===== src/rtl/perf_ctrl_pkg.sv =====
// Shared constants for the performance-counter sequencer: register map,
// CTRL bit positions and FSM state encodings.
package perf_ctrl_pkg;

    localparam logic [2:0] ADDR_CTRL    = 3'd0;
    localparam logic [2:0] ADDR_STATUS  = 3'd1;
    localparam logic [2:0] ADDR_WINDOW  = 3'd2;
    localparam logic [2:0] ADDR_SEL     = 3'd3;
    localparam logic [2:0] ADDR_DATA_LO = 3'd4;
    localparam logic [2:0] ADDR_DATA_HI = 3'd5;

    localparam int CTRL_START    = 0;
    localparam int CTRL_STOP     = 1;
    localparam int CTRL_IRQ_EN   = 2;
    localparam int CTRL_IRQ_CLR  = 3;
    localparam int CTRL_MASK_LSB = 8;

    typedef enum logic [2:0] {
        ST_IDLE   = 3'd0,
        ST_START  = 3'd1,
        ST_RUN    = 3'd2,
        ST_STOP   = 3'd3,
        ST_SETTLE = 3'd4,
        ST_DONE   = 3'd5
    } state_t;

    function automatic logic is_busy(input state_t s);
        return (s == ST_START) || (s == ST_RUN) || (s == ST_STOP) || (s == ST_SETTLE);
    endfunction

endpackage


===== src/rtl/perf_ctrl_readmux.sv =====
// Selects one counter's 64-bit total and keeps the upper half in a shadow
// register so a LO-then-HI read pair is tear-free.
module perf_ctrl_readmux
    import perf_ctrl_pkg::*;
#(
    parameter int NUM_CNT = 4,
    parameter int IDX_W   = 2
) (
    input  logic                    clk,
    input  logic                    rst,
    input  logic [NUM_CNT*64-1:0]   total_count_i,
    input  logic [IDX_W-1:0]        i_sel,
    input  logic                    i_shadow_ld,
    output logic [31:0]             o_data_lo,
    output logic [31:0]             o_data_hi
);

    logic [63:0] w_sel_data;
    logic [31:0] r_hi_shadow;

    // Indices with no attached counter fall through to zero.
    always_comb begin
        w_sel_data = '0;
        for (int k = 0; k < NUM_CNT; k++) begin
            if (i_sel == IDX_W'(k)) w_sel_data = total_count_i[64*k +: 64];
        end
    end

    always_ff @(posedge clk or posedge rst) begin
        if (rst)              r_hi_shadow <= '0;
        else if (i_shadow_ld) r_hi_shadow <= w_sel_data[63:32];
    end

    assign o_data_lo = w_sel_data[31:0];
    assign o_data_hi = r_hi_shadow;

endmodule


===== src/rtl/perf_ctrl.sv =====
// Start/stop/window sequencer for a bank of 64-bit performance counters,
// with a small register port for control and result readout.
//   state  | meaning
//   IDLE   | waiting for start
//   START  | perf_start pulse, elapsed cleared
//   RUN    | counters enabled by mask
//   STOP   | perf_end pulse
//   SETTLE | counters latch total_count
//   DONE   | results valid, optional irq
module perf_ctrl
    import perf_ctrl_pkg::*;
#(
    parameter int NUM_CNT = 4,
    parameter int IDX_W   = 2
) (
    input  logic                    clk,
    input  logic                    rst,
    input  logic                    spr_cs,
    input  logic                    spr_we,
    input  logic [2:0]              spr_addr,
    input  logic [31:0]             spr_dat_i,
    output logic [31:0]             spr_dat_o,
    output logic                    spr_ack,
    input  logic [NUM_CNT*64-1:0]   total_count_i,
    output logic                    perf_start,
    output logic                    perf_end,
    output logic [NUM_CNT-1:0]      cnt_en,
    output logic                    busy,
    output logic                    done,
    output logic                    irq
);

    state_t               r_state, w_state_nxt;
    logic [NUM_CNT-1:0]   r_mask, w_mask_nxt;
    logic                 r_irq_en;
    logic [31:0]          r_window, r_elapsed;
    logic [IDX_W-1:0]     r_sel;
    logic                 w_wr, w_rd, w_ctrl_wr, w_start_cmd, w_stop_cmd, w_irq_clr, w_win_hit;
    logic [31:0]          w_rd_data, w_ctrl_rd, w_data_lo, w_data_hi;

    assign w_wr        = spr_cs & spr_we;
    assign w_rd        = spr_cs & ~spr_we;
    assign w_ctrl_wr   = w_wr && (spr_addr == ADDR_CTRL);
    assign w_start_cmd = w_ctrl_wr && spr_dat_i[CTRL_START] && !spr_dat_i[CTRL_STOP];
    assign w_stop_cmd  = w_ctrl_wr && spr_dat_i[CTRL_STOP];
    assign w_irq_clr   = w_ctrl_wr && spr_dat_i[CTRL_IRQ_CLR];
    assign w_mask_nxt  = w_ctrl_wr ? spr_dat_i[CTRL_MASK_LSB +: NUM_CNT] : r_mask;
    assign w_win_hit   = (r_window != 32'd0) && (r_elapsed == r_window - 32'd1);

    always_ff @(posedge clk or posedge rst) begin
        if (rst) begin
            r_mask   <= '0;
            r_irq_en <= 1'b0;
            r_window <= '0;
            r_sel    <= '0;
        end else begin
            if (w_ctrl_wr) begin
                r_mask   <= w_mask_nxt;
                r_irq_en <= spr_dat_i[CTRL_IRQ_EN];
            end
            if (w_wr && spr_addr == ADDR_WINDOW) r_window <= spr_dat_i;
            if (w_wr && spr_addr == ADDR_SEL)    r_sel    <= spr_dat_i[IDX_W-1:0];
        end
    end

    always_ff @(posedge clk or posedge rst) begin
        if (rst) r_state <= ST_IDLE;
        else     r_state <= w_state_nxt;
    end

    always_comb begin
        w_state_nxt = r_state;
        case (r_state)
            ST_IDLE, ST_DONE: if (w_start_cmd) w_state_nxt = ST_START;
            ST_START:         w_state_nxt = ST_RUN;
            ST_RUN:           if (w_stop_cmd || w_win_hit) w_state_nxt = ST_STOP;
            ST_STOP:          w_state_nxt = ST_SETTLE;
            ST_SETTLE:        w_state_nxt = ST_DONE;
            default:          w_state_nxt = ST_IDLE;
        endcase
    end

    // Saturating so a shrunk WINDOW never wraps back into a match.
    always_ff @(posedge clk or posedge rst) begin
        if (rst)                                        r_elapsed <= '0;
        else if (r_state == ST_START)                   r_elapsed <= '0;
        else if (r_state == ST_RUN && r_elapsed != '1)  r_elapsed <= r_elapsed + 32'd1;
    end

    // Outputs are registered from the next state so they line up with it.
    always_ff @(posedge clk or posedge rst) begin
        if (rst) begin
            perf_start <= 1'b0;
            perf_end   <= 1'b0;
            cnt_en     <= '0;
            busy       <= 1'b0;
            done       <= 1'b0;
            irq        <= 1'b0;
        end else begin
            perf_start <= (w_state_nxt == ST_START);
            perf_end   <= (w_state_nxt == ST_STOP);
            cnt_en     <= (w_state_nxt == ST_RUN) ? w_mask_nxt : '0;
            busy       <= is_busy(w_state_nxt);
            done       <= (w_state_nxt == ST_DONE);
            if (w_state_nxt == ST_DONE && r_state != ST_DONE && r_irq_en) irq <= 1'b1;
            else if (w_irq_clr || w_state_nxt == ST_START)                 irq <= 1'b0;
        end
    end

    always_comb begin
        w_ctrl_rd = '0;
        w_ctrl_rd[CTRL_IRQ_EN] = r_irq_en;
        w_ctrl_rd[CTRL_MASK_LSB +: NUM_CNT] = r_mask;
    end

    always_comb begin
        w_rd_data = '0;
        case (spr_addr)
            ADDR_CTRL:    w_rd_data = w_ctrl_rd;
            ADDR_STATUS:  w_rd_data = {25'd0, r_state, 1'b0, irq, done, busy};
            ADDR_WINDOW:  w_rd_data = r_window;
            ADDR_SEL:     w_rd_data = 32'(r_sel);
            ADDR_DATA_LO: w_rd_data = w_data_lo;
            ADDR_DATA_HI: w_rd_data = w_data_hi;
            default:      w_rd_data = '0;
        endcase
    end

    always_ff @(posedge clk or posedge rst) begin
        if (rst) begin
            spr_dat_o <= '0;
            spr_ack   <= 1'b0;
        end else begin
            spr_dat_o <= w_rd ? w_rd_data : '0;
            spr_ack   <= spr_cs;
        end
    end

    perf_ctrl_readmux #(
        .NUM_CNT (NUM_CNT),
        .IDX_W   (IDX_W)
    ) u_readmux (
        .clk           (clk),
        .rst           (rst),
        .total_count_i (total_count_i),
        .i_sel         (r_sel),
        .i_shadow_ld   (w_rd && spr_addr == ADDR_DATA_LO),
        .o_data_lo     (w_data_lo),
        .o_data_hi     (w_data_hi)
    );

endmodule


===== config.mk =====
export PLATFORM = sky130hd
export DESIGN_NAME = perf_ctrl
export DESIGN_NICKNAME = d
export VERILOG_FILES = /design/src/rtl/perf_ctrl_pkg.sv /design/src/rtl/perf_ctrl_readmux.sv /design/src/rtl/perf_ctrl.sv
export SDC_FILE = /design/constraint.sdc
export NUM_CORES = 1
export LEC_CHECK = 0
export ABC_AREA = 1
export ABC_CLOCK_PERIOD_IN_PS = 6100
export BUFFER_PORTS_ARGS = -buffer_cell sky130_fd_sc_hd__buf_2
export CORE_UTILIZATION = 40
export DETAILED_ROUTE_END_ITERATION = 6
export MAX_ROUTING_LAYER = met4
export PLACE_DENSITY = 0.68
export SETUP_SLACK_MARGIN = 0.2
export SYNTH_ARGS = -nofsm -noshare
export SYNTH_HDL_FRONTEND = slang
export SYNTH_SLANG_ARGS = --single-unit

===== constraint.sdc =====
create_clock -name clk -period 6.1 [get_ports clk]
set_clock_uncertainty 0.1 [all_clocks]
set_input_delay 0.915 -clock clk [delete_from_list [all_inputs] [get_ports clk]]
set_output_delay 0.915 -clock clk [all_outputs]
set_load 0.05 [all_outputs]

After elaboration in Yosys (flattened, before gate mapping):

Cells that the tools add are included.

* register bits: 148
* output and inout bits: 42
* word-level logic and storage cells: 81

* $add $sub $neg: 2
* eq/ne operators: 21
* multiplexer cells: 15
* reductions and logical operators: 25
* bitwise operators: 3

Operators by type and width (number)
* 2-to-1 mux 64 bit: 4
* case mux 32 bit (6 select lines): 1
* 2-to-1 mux 32 bit: 3
* adder 32 x 1 -> 32 bit, second input constant: 1
* == test 32 bit: 1
* inequality test 32 bit, second input constant: 1
* nonzero test 32 bit: 1
* subtractor 32 x 1 -> 32 bit, second input constant: 1
* == test 3 x 2 -> 1 bit, second input constant: 6
* == test 3 bit, second input constant: 6
* case mux 3 bit (5 select lines): 1
* logical AND 1 bit: 12
* == test 3 x 1 -> 1 bit, second input constant: 3
* 2-to-1 mux 4 bit: 2
* logical NOT 3 bit: 2
* 2-to-1 mux 3 bit: 2
* logical OR 1 bit: 5
* == test 2 bit, second input constant: 2
* nonzero test 2 bit: 2
* inequality test 3 bit, second input constant: 1
* bitwise AND 1 bit: 2
* == test 2 x 1 -> 1 bit, second input constant: 1
* logical NOT 2 bit: 1
* 2-to-1 mux 1 bit: 2
* 3 further kinds: 3

Logic depth before layout (Yosys ltp):

Gate-level depths: netlist of the first run.

* depth after elaboration: 10
* depth in mapped cells: 19

Hierarchy:

From an unflattened synthesis of the first run, not the netlist that was laid out.

* cell total of the unflattened synthesis: 1490
* area, all modules: 10043.4 µm²

Modules (own cells, without submodules)
* perf_ctrl: instances 1, area each 6832.8 µm², sequential area each 2902.8 µm², cells each 931
* perf_ctrl_readmux: instances 1, area each 3210.6 µm², sequential area each 800.8 µm², cells each 559

Worst setup path before layout of the first run:

Ideal clock, no wire load.

* path type: in2reg
* start: in spr_addr[0]
* end: reg irq
* data arrival time: 2092 ps
* setup time: 121 ps
* slack: 3787 ps
* stages: 14
* buffers on the path: 0
* cell sequence: nor2_1 nand2_1 nor2_4 inv_1 nor3_2 nand2_1 nand2_1 inv_1 nor2_1 nand2_1 inv_1 a21oi_1 a32oi_1 inv_1

* longest elaborated chain between the ends: 10
* elaborated cells on any way between the ends: 17

RTL lines
* from (decl): RTL line perf_ctrl.sv:20 `input logic [2:0] spr_addr,`
* logical NOT 3 bit *: RTL line perf_ctrl.sv:43 `assign w_ctrl_wr = w_wr && (spr_addr == ADDR_CTRL);`
* logical AND 1 bit *: RTL line perf_ctrl.sv:43
* logical AND 1 bit, on equally long branches: RTL line perf_ctrl.sv:45, perf_ctrl.sv:44
* logical OR 1 bit or logical AND 1 bit (tied branches): RTL line perf_ctrl.sv:76, perf_ctrl.sv:44
* 2-to-1 mux 3 bit, on equally long branches: RTL line perf_ctrl.sv:76, perf_ctrl.sv:74
* case mux 3 bit (5 select lines): RTL line perf_ctrl.sv:73 `case (r_state)`
* == test 3 bit: RTL line perf_ctrl.sv:105 `if (w_state_nxt == ST_DONE && r_state != ST_DONE && r_irq_en) irq <= 1'b1;`
* logical AND 1 bit (2 in a row): RTL line perf_ctrl.sv:105
* 2-to-1 mux 1 bit or nonzero test 2 bit (tied branches)
* to (signal assigned): RTL line perf_ctrl.sv:98 `irq <= 1'b0;`
* to (signal assigned): RTL line perf_ctrl.sv:105
* to (signal assigned): RTL line perf_ctrl.sv:106 `else if (w_irq_clr || w_state_nxt == ST_START) irq <= 1'b0;`
* to (decl): RTL line perf_ctrl.sv:30 `output logic irq`

Mark *: on every way between the ends. The rest lies on a longest branch, timed or not.
A chain may end at the register's enable or synchronous reset.

Worst setup path in the final report of the first run:

* start: reg r_sel[1]
* end: reg spr_dat_o[10]

* longest elaborated chain between the ends: 7
* elaborated cells on any way between the ends: 10

RTL lines
* from (decl): RTL line perf_ctrl.sv:37 `logic [IDX_W-1:0] r_sel;`
* from (signal assigned): RTL line perf_ctrl.sv:62 `if (w_wr && spr_addr == ADDR_SEL) r_sel <= spr_dat_i[IDX_W-1:0];`
* logical NOT 2 bit: RTL line perf_ctrl_readmux.sv:25 `if (i_sel == IDX_W'(k)) w_sel_data = total_count_i[64*k +: 64];`
* 2-to-1 mux 64 bit (3 in a row): RTL line perf_ctrl_readmux.sv:25
* 2-to-1 mux 64 bit *: RTL line perf_ctrl_readmux.sv:25
* case mux 32 bit (6 select lines) *: RTL line perf_ctrl.sv:118 `case (spr_addr)`
* 2-to-1 mux 32 bit *: RTL line perf_ctrl.sv:134 `spr_dat_o <= w_rd ? w_rd_data : '0;`
* to (signal assigned): RTL line perf_ctrl.sv:134
* to (decl): RTL line perf_ctrl.sv:22 `output logic [31:0] spr_dat_o,`

Marks and branches as above.

==> results of run 1 <==
==> critical path, cell delays in order (launching register included) <==
cell      delay, ns
dfrtp_1        0.60
nor2_4         0.90
inv_1          0.69
o22ai_1        0.27
o21ai_0        0.11
o21ai_0        0.12
o22ai_1        0.11
a221oi_1       0.24
nor2_1         0.09
==> cells by family (layout without fill, tap and decap cells) <==
group                      after synthesis  count (layout)  share of synthesized area, %
buffers and inverters                  197             517                         7.889
and+or+nand+nor                        762             762                         34.13
xor gates and xnor gates                27              27                         2.444
AOI/OAI and AO/OA                      253             253                         15.49
adders and majority gates                2               2                        0.2586
other                                    0               7                             0
DFF                                    148             148                         38.28
muxes                                   13              13                         1.500
==> final timing paths <==
check / endpoint / cells past startpoint
setup reg to reg: spr_dat_o[10] / 8
setup / recovery: spr_dat_o[10] / 8
hold reg to reg: spr_dat_o[7] / 2
max in group asynchronous: u_readmux.o_data_hi[23] / 3
min in group asynchronous: r_elapsed[2] / 2
hold / removal: spr_dat_o[7] / 2
==> flip-flops by register name (all words and copies together), names as in the netlist <==
name                 count
spr_ack                  1
r_elapsed               32
perf_end                 1
perf_start               1
done                     1
cnt_en                   4
spr_dat_o               32
r_window                32
r_sel                    2
u_readmux.o_data_hi     32
irq                      1
r_mask                   4
busy                     1
r_irq_en                 1
r_state                  3
==> power by group through the flow <==
stage	Sequential (uW)	Clock [uW]	Combinational (uW)
after floorplan	1380	0	762
after global placement	1360	0	1190
after detailed placement	1360	0	1210
after CTS	1340	1170	1220
after global routing	1370	1210	1350
final	1350	1170	1230
==> cell usage in the layout, fill, tap and decap left out, types with 15 or more instances in the layout <==
cell type / instances
a21oi_1: 72
buf_2: 336
clkbuf_16: 17
dfrtp_1: 148
inv_1: 127
nand2_1: 378
nand3_1: 44
nand4_1: 40
nor2_1: 220
nor3_1: 19
o21ai_0: 77
o22ai_1: 40
xor2_1: 15
==> metrics by stage <==
step,hold WS (ns),cells,worst slack (ns)
after floorplan,0.3747,1402,1.105
after global placement,0.3954,2009,2.952
after detailed placement,0.3966,2009,2.839
after CTS,0.4134,2041,2.789
after global routing,0.4332,2048,2.495
final,0.4148,2048,2.683
==> cell type report <==
type / instances / area, sq um
Clock buffer: 20 / 456.7
Tap cell: 319 / 399.1
Inverter: 139 / 526.8
Multi-Input combinational cell: 1057 / 5233
Antenna cell: 7 / 17.52
Clock inverter: 12 / 190.2
Sequential cell: 148 / 3704
Fill cell: 2408 / 11330
Timing Repair Buffer: 346 / 1757
==> per-layer routing <==
metal  global-route usage [%]  up-vias  share of wire, %
met5                        -        -                 0
met4                    15.12        0               3.8
met3                    4.708       83               6.2
met2                    52.51      497                49
met1                    41.35     5198                41
li1                         -     5236                 -
==> metrics.yaml, run 1 <==
status: "complete, no violations"
die_y_microns: 157.5
port_buffers: 336
max_freq_mhz: 292.7
swShare_pct: 39.22
root_buffer: "clkbuf_16"
tightest_slew_ns: 1.111
synthFlopType: "dfrtp_1"
grt_pass1_vias: 10503
ys_warn_count: 0
first_iter_violations: 899
synth-seq-area-share_pct: 38.28
clock_latency_ns: 0.44
grt_max_degree: 93
synth.distinct_cells: 48
yosysTopAreaCell: "dfrtp_1"
slew_headroom_pct: 25.75
synth_area_sq_mm: 0.009674
synth_edf_count: 0
netlist.area_leader.share_pct: 38.28
die_w_microns: 157.5
drc: 0
finalInstanceArea_sq_mm: 0.01228
ys_async_sr_fraction_pct: 100.0
hold_buffers: 0
clock_tree.buffer_depth: 2
gp_congestion: 1.004
grt_overflow: 0
path_clk_slew_ns: 0.07
final.period_utilization_pct: 56.01
synth-seq-cells: 148
dieArea_sq_mm: 0.02481
start_util_pct: 40.97
tns_ns: 0
cp-start-kind: "flip-flop"
power_frac_comb_pct: 32.8
crit_fanout: 43
htree_levels: 4
hpwl_microns: 30940
power_frac_clock_pct: 31.3
p_per_area_mw_per_mm2: 305.1
rows: 56
endpoint_kind: "flip-flop"
power.switching_uw: 1470
min_path_type: "flip-flop to flip-flop"
maxCapViolCount: 0
internal_power_uw: 2277
cts_setup_buffers: 0
r2r-start: "r_sel[1]"
setup_violations: 0
syn_nets: 1699
r2r_slack_ns: 2.68
wl_per_cell_microns: 19.12
ctsResizeCount: 0
cts_tree: "built"
vdd_drop_max_uv: 168.0
hold_violations: 0
viasPerCell: 5.378
cts_buffers: 17
core_sq_mm: 0.02361
report.power.total_uw: 3747
synthCells: 1402
period_minus_slack_ns: 3.417
area_growth_pct: 26.97
crit_type: "flip-flop to flip-flop"
dpl_cell_area_sq_mm: 0.01162
totalWireLength_microns: 39170
grt_pass1_wl_microns: 58840
final_core_util_pct: 52.02
dr.pass1.iters: 5
yosys-top-cells-count: "nand2_1, nor2_1, dfrtp_1"
report.final.slew_viol_count: 0
avgSynthCellArea_sq_um: 6.900
rsz0062_at_grt: "no"
seqPwrFrac_pct: 36.0
drt.antenna.violating_nets: 0
track_usage_pct: 32.95
antenna_found_initial: 7
cp.required_ns: 6.30
io_pins: 337
synth.area.top_cells: "dfrtp_1, nand2_1, nor2_1"
drive_gt1_share_pct: 26.25
fin_nets: 2006
p_leak_uw: 0.006100
cts_sinks: 148
post-synth-top-count-cell: "nand2_1"
crit_start: "r_sel[1]"
min_from: "u_readmux.o_data_hi[7]"
via_count: 11014
cp_data_arrival_time_ns: 3.61
(Power assumes the default switching activity.)
==> run 2, diff against run 1 <==
- ABC_CLOCK_PERIOD_IN_PS: 6100 -> 3300
- clock period: 6.1 -> 3.3 ns (I/O delays scaled with it)
==> metrics.yaml, run 2 (synthesized netlist as in run 1, its figures left out) <==
fin_nets: 2012  # +0.30%
clock_tree.buffer_depth: 2  # unchanged
multi_input_area_sq_mm: 0.005228  # about the same
crit_fanout: 20  # -53%
dp_slack_ns: 0.6663  # -2.173 ns
finalWorstSetupSlack_ns: 0.6127  # -2.071 ns
io_pins: 337  # unchanged
max_freq_mhz: 372.1  # +27%
wl_per_cell_microns: 19.54  # +2.2%
via_count: 11198  # +1.7%
rsz0062_at_grt: "no"
setup_violations: 0  # unchanged
grtUsageMet3_pct: 4.818  # +0.11 points
final.period_utilization_pct: 81.43  # +25 points
layout_common_cells: "nand2_1, buf_2, nor2_1"
rows: 56  # unchanged
path_clk_slew_ns: 0.07  # about the same
ctsResizeCount: 0  # unchanged
track_usage_pct: 34.08  # +1.1 points
dr.pass1.iters: 6  # +1
status: "complete, no violations"
drt.antenna.violating_nets: 0  # unchanged
drc: 0  # unchanged
crit_type: "flip-flop to flip-flop"
min_path_type: "input port to async pin"
core_sq_mm: 0.02361  # unchanged
period_minus_slack_ns: 2.687  # -0.7295 ns
dieArea_sq_mm: 0.02481  # unchanged
die_y_microns: 157.5  # unchanged
cts_sinks: 148  # unchanged
gp_congestion: 1.001  # -0.27%
cp.required_ns: 3.55  # -2.75 ns
cts_buffers: 17  # unchanged
cp_data_arrival_time_ns: 2.94  # -0.67 ns
first_iter_violations: 919  # +2.2%
htree_levels: 4  # unchanged
sequential_cell_area_sq_mm: 0.003704  # unchanged
layout_commonest_cell: "nand2_1"
cts_setup_buffers: 0  # unchanged
die_w_microns: 157.5  # unchanged
grt_overflow: 0  # unchanged
hold_violations: 0  # unchanged
crit_slowest_cell: "dfrtp_1"
root_buffer: "clkbuf_16"
start_util_pct: 40.97  # unchanged
final_core_util_pct: 52.00  # about the same
vdd_drop_max_uv: 321.7  # +92%
port_buffers: 336  # unchanged
p_leak_uw: 0.006097  # about the same
cts_tree: "built"
use_met1_pct: 45.51  # +4.2 points
totalWireLength_microns: 40180  # +2.6%
top_usage_layer: "met2"
grt_pass1_vias: 10606  # +0.98%
tightest_slew_ns: 0.8485  # -0.2626 ns
area_growth_pct: 26.93  # about the same
cp-start-kind: "flip-flop"
p_per_area_mw_per_mm2: 547.6  # +79%
report.final.slew_viol_count: 0  # unchanged
maxCapViolCount: 0  # unchanged
slew_headroom_pct: 43.37  # +18 points
cp_cell_sequence: "inv_2 -> nor3_2 -> nand2_1 -> nor2_1 -> a21oi_2 -> nor2_4 -> inv_2 -> nand3_2 -> inv_1 -> nand3_2 -> nor2_1 -> nand2_1 -> nand2_1 -> nor2_1"
clock_latency_ns: 0.43  # about the same
endpoint_kind: "flip-flop"
tns_ns: 0  # unchanged
grt_max_degree: 120  # +29%
drive_gt1_share_pct: 26.46  # +0.21 points
antenna_found_initial: 8  # +1
grt_pass1_wl_microns: 61000  # +3.7%
viasPerCell: 5.446  # +1.3%
crit_path_max_incr_delay_ns: 0.46  # -0.44 ns
hold_buffers: 0  # unchanged
hpwl_microns: 31710  # +2.5%
nFillCells: 2473  # +2.7%
met2_usage_pct: 52.97  # +0.46 points
run 2: changes by cell type in the layout (fill, tap and decap cells not counted), moves of 3 or more:
cell	change
buf_4	+4
bufinv_16	-3
inv_6	-3
diode_2	+3
clkbuf_8	+3
clkinv_2	+3
run 2: worst paths after layout:
check	start	endpoint	slack [ns]	depth (start not counted)
setup / recovery	r_elapsed[20]	r_elapsed[25]	0.61	14
hold / removal	rst	r_window[5]	0.10	3
setup reg to reg	r_elapsed[20]	r_elapsed[25]	0.61	14
hold reg to reg	r_window[1]	r_window[1]	0.43	2
max in group asynchronous	rst	spr_dat_o[18]	2.41	3
min in group clk	spr_cs	spr_ack	0.11	1
run 2: report_power, final:
group	switching (uW)	total [uW]	internal [uW]
Combinational	1540	2300	759
Sequential	364	2500	2140
Clock	789	1920	1130
Total	2700	6720	4030
run 2: area by class of cell:
type	count	share of cell area, %
Tap cell	319	3.250
Sequential cell	148	30.16
Clock buffer	23	4.055
Inverter	139	4.280
Multi-Input combinational cell	1057	42.57
Timing Repair Buffer	352	14.88
Antenna cell	10	0.2038
Clock inverter	8	0.6012
run 2: worst max-delay path, delay by kind of cell, from the launching register on:
family,cells,cell delay [ns]
AOI/OAI and AO/OA,1,0.12
and+or+nand+nor,10,1.54
buffers and inverters,3,0.39
DFF,1,0.46
run 2: per-layer routing:
metal / share of wire [%] / up-vias
met5: 0 / -
met4: 2.7 / 0
met3: 7.2 / 64
met2: 47 / 532
met1: 43 / 5338
li1: - / 5264
run 2: metrics by stage:
step	hold slack (ns)	std cells	area [sq um]	total power [uW]
finish	0.1037	2056	12280	6724
CTS	0.08946	2046	12250	6705
floorplan	0.3747	1402	9678	3957
global route	0.09841	2054	12270	7100
global placement	0.3919	2015	11680	4770
detailed placement	0.4050	2015	11680	4784
==> run 3, diff against run 2 <==
- ABC_CLOCK_PERIOD_IN_PS: 3300 -> 2630
- clock period: 3.3 -> 2.63 ns (I/O delays scaled with it)
==> metrics.yaml, run 3 (synthesized netlist as in run 1, its figures left out) <==
status: "finished, violations left"
violations: "DRC"
cp-start-kind: "flip-flop"
totalWireLength_microns: 41920  # +4.3%
hold_violations: 0  # unchanged
crit_path_max_incr_delay_ns: 0.47  # about the same
grt_overflow: 0  # unchanged
slew_headroom_pct: 63.40  # +20 points
rr_endpoint: "cnt_en[3]"
max_freq_mhz: 421.8  # +13%
endpoint_kind: "flip-flop"
path_clk_slew_ns: 0.07  # about the same
wl_per_cell_microns: 19.96  # +2.1%
antenna_found_initial: 5  # -3
crit_fanout: 4  # -80%
setup_violations: 0  # unchanged
tightest_slew_ns: 0.5449  # -0.3037 ns
dp_slack_ns: 0.1105  # -0.5559 ns
report.final.slew_viol_count: 0  # unchanged
power_frac_clock_pct: 27.2  # -1.4 points
layout_common_cells: "nand2_1, buf_2, nor2_1"
io_pins: 337  # unchanged
area_growth_pct: 32.32
holdPathStages: 2
tns_ns: 0  # unchanged
fin_nets: 2060  # +2.4%
maxCapViolCount: 0  # unchanged
die_w_microns: 157.5  # unchanged
r2r-start: "r_window[17]"
start_util_pct: 40.97  # unchanged
clock_tree.buffer_depth: 2  # unchanged
vdd_drop_max_uv: 369.7  # +15%
cts_tree: "built"
root_buffer: "clkbuf_16"
crit_start: "r_window[17]"
p_per_area_mw_per_mm2: 685.3  # +25%
crit_type: "flip-flop to flip-flop"
rsz0062_at_grt: "yes"
track_usage_pct: 34.86  # +0.78 points
layout_commonest_cell: "nand2_1"
internal_power_uw: 5138  # +28%
power_frac_comb_pct: 36.9  # +2.7 points
clock_latency_ns: 0.43  # about the same
min_to: "r_window[25]"
viasPerCell: 5.450  # about the same
p_leak_uw: 0.006375  # +4.6%
dpl.cell_count: 2047  # +1.6%
cp_data_arrival_time_ns: 2.58  # -0.36 ns
grt_max_degree: 58  # -52%
cp_common_cell: "nand2_1"
first_iter_violations: 1077  # +17%
finalHoldWorstSlack_ns: 0.09804  # -0.005682 ns
fin_cells: 2100  # +2.1%
via_count: 11445  # +2.2%
core_sq_mm: 0.02361  # unchanged
min_from: "spr_dat_i[25]"
seqPwrFrac_pct: 35.8  # -1.4 points
dr.pass1.iters: 7  # +1
period_minus_slack_ns: 2.371  # -0.3166 ns
htree_levels: 4  # unchanged
drive_gt1_share_pct: 30.46  # +4.0 points
cts_buffers: 17  # unchanged
final.period_utilization_pct: 90.14  # +8.7 points
port_buffers: 336  # unchanged
min_path_type: "input port to flip-flop"
cp.required_ns: 2.84  # -0.71 ns
crit_slowest_cell: "dfrtp_1"
swShare_pct: 41.43  # +1.3 points
die_y_microns: 157.5  # unchanged
gp_congestion: 1.047  # +4.5%
dieArea_sq_mm: 0.02481  # unchanged
drt.antenna.violating_nets: 0  # unchanged
hpwl_microns: 33630  # +6.1%
cts_sinks: 148  # unchanged
rows: 56  # unchanged
power.switching_uw: 3635  # +35%
cp_cell_sequence: "nor2_2 -> nand2_1 -> nor2_2 -> nand3_1 -> nand2_1 -> nand2_1 -> nand2_1 -> nand2_1 -> nor2_1 -> nand2_1 -> nor2_1 -> nand2_1 -> nand2_1 -> nand2_2 -> nand3_4 -> nor2_2"
r2r_slack_ns: 0.26  # -0.35 ns
drc: 1  # +1
ff2ff_path_depth: 16  # +2
finalWorstSetupSlack_ns: 0.2593  # -0.3534 ns
grt_pass1_wl_microns: 61510  # +0.84%
grt_pass1_vias: 10606  # unchanged
-- run 3: changes by cell type in the layout (fill, tap and decap cells not counted), sizes merged --
cell / previous run / this run
clkbuf: 23 / 17
inv: 137 / 142
nor2: 242 / 243
dlygate4sd3: 0 / 2
clkinvlp: 3 / 4
clkinv: 6 / 7
diode: 10 / 5
buf: 352 / 397
-- run 3: layer usage --
metal | vias to the layer above | global-route usage [%] | share of wire (%)
met1 | 5426 | 47.19 | 42
met3 | 80 | 6.305 | 8.7
met5 | - | - | 0
met4 | 0 | 12.94 | 3.0
met2 | 582 | 51.81 | 46
li1 | 5357 | - | -
-- run 3: area by class of cell --
cell class              count  area [sq um]
fillers                  2368         10810
multi-input cells        1058          5384
flip-flops and latches    148          3710
repair buffers            399          2197
inverters                 139         528.0
clock buffers              17         425.4
well taps                 319         399.1
clock inverters            15         145.1
diodes                      5         12.51
-- run 3: what timing repair did --
action,4_1_cts,5_1_grt
pin swaps,1,10
buffers inserted,0,13
cloned,0,1
hold buffers,2,0
endpoints found under the hold margin,13,0
gates resized for setup,8,42
endpoints found under the setup margin,7,17
-- run 3: worst max-delay path by stage --
stage                      endpoint  slack, ns  cells past startpoint
after floorplan                busy       0.27                      1
after global placement    cnt_en[0]       0.18                     16
after detailed placement  cnt_en[3]       0.11                     17
after CTS                 cnt_en[3]       0.20                     16
after global routing      cnt_en[1]       0.14                     19
final                     cnt_en[3]       0.26                     16
-- run 3: worst max-delay path: cells and delay by family, from the launching register on --
family	cells	cell delay [ns]
flops	1	0.47
simple gates	16	1.68
-- run 3: metrics by stage --
| step | total power [uW] | area [sq um] | utilization, % |
|---|---|---|---|
| detailed placement | 6148 | 11940 | 50.55 |
| global route | 9212 | 12800 | 54.21 |
| CTS | 8552 | 12550 | 53.17 |
| finish | 8772 | 12800 | 54.21 |
| floorplan | 4966 | 9678 | - |
| global placement | 6126 | 11940 | 50.55 |
-- run 3: power groups by stage --
| stage | clock network (uW) | registers, uW | logic (uW) |
|---|---|---|---|
| 3_5_place_dp | 0 | 3140 | 3010 |
| 2_1_floorplan | 0 | 3200 | 1770 |
| 4_1_cts | 2400 | 3110 | 3040 |
| 5_1_grt | 2510 | 3180 | 3520 |
| 6_report | 2390 | 3140 | 3240 |
| 3_3_place_gp | 0 | 3130 | 3000 |
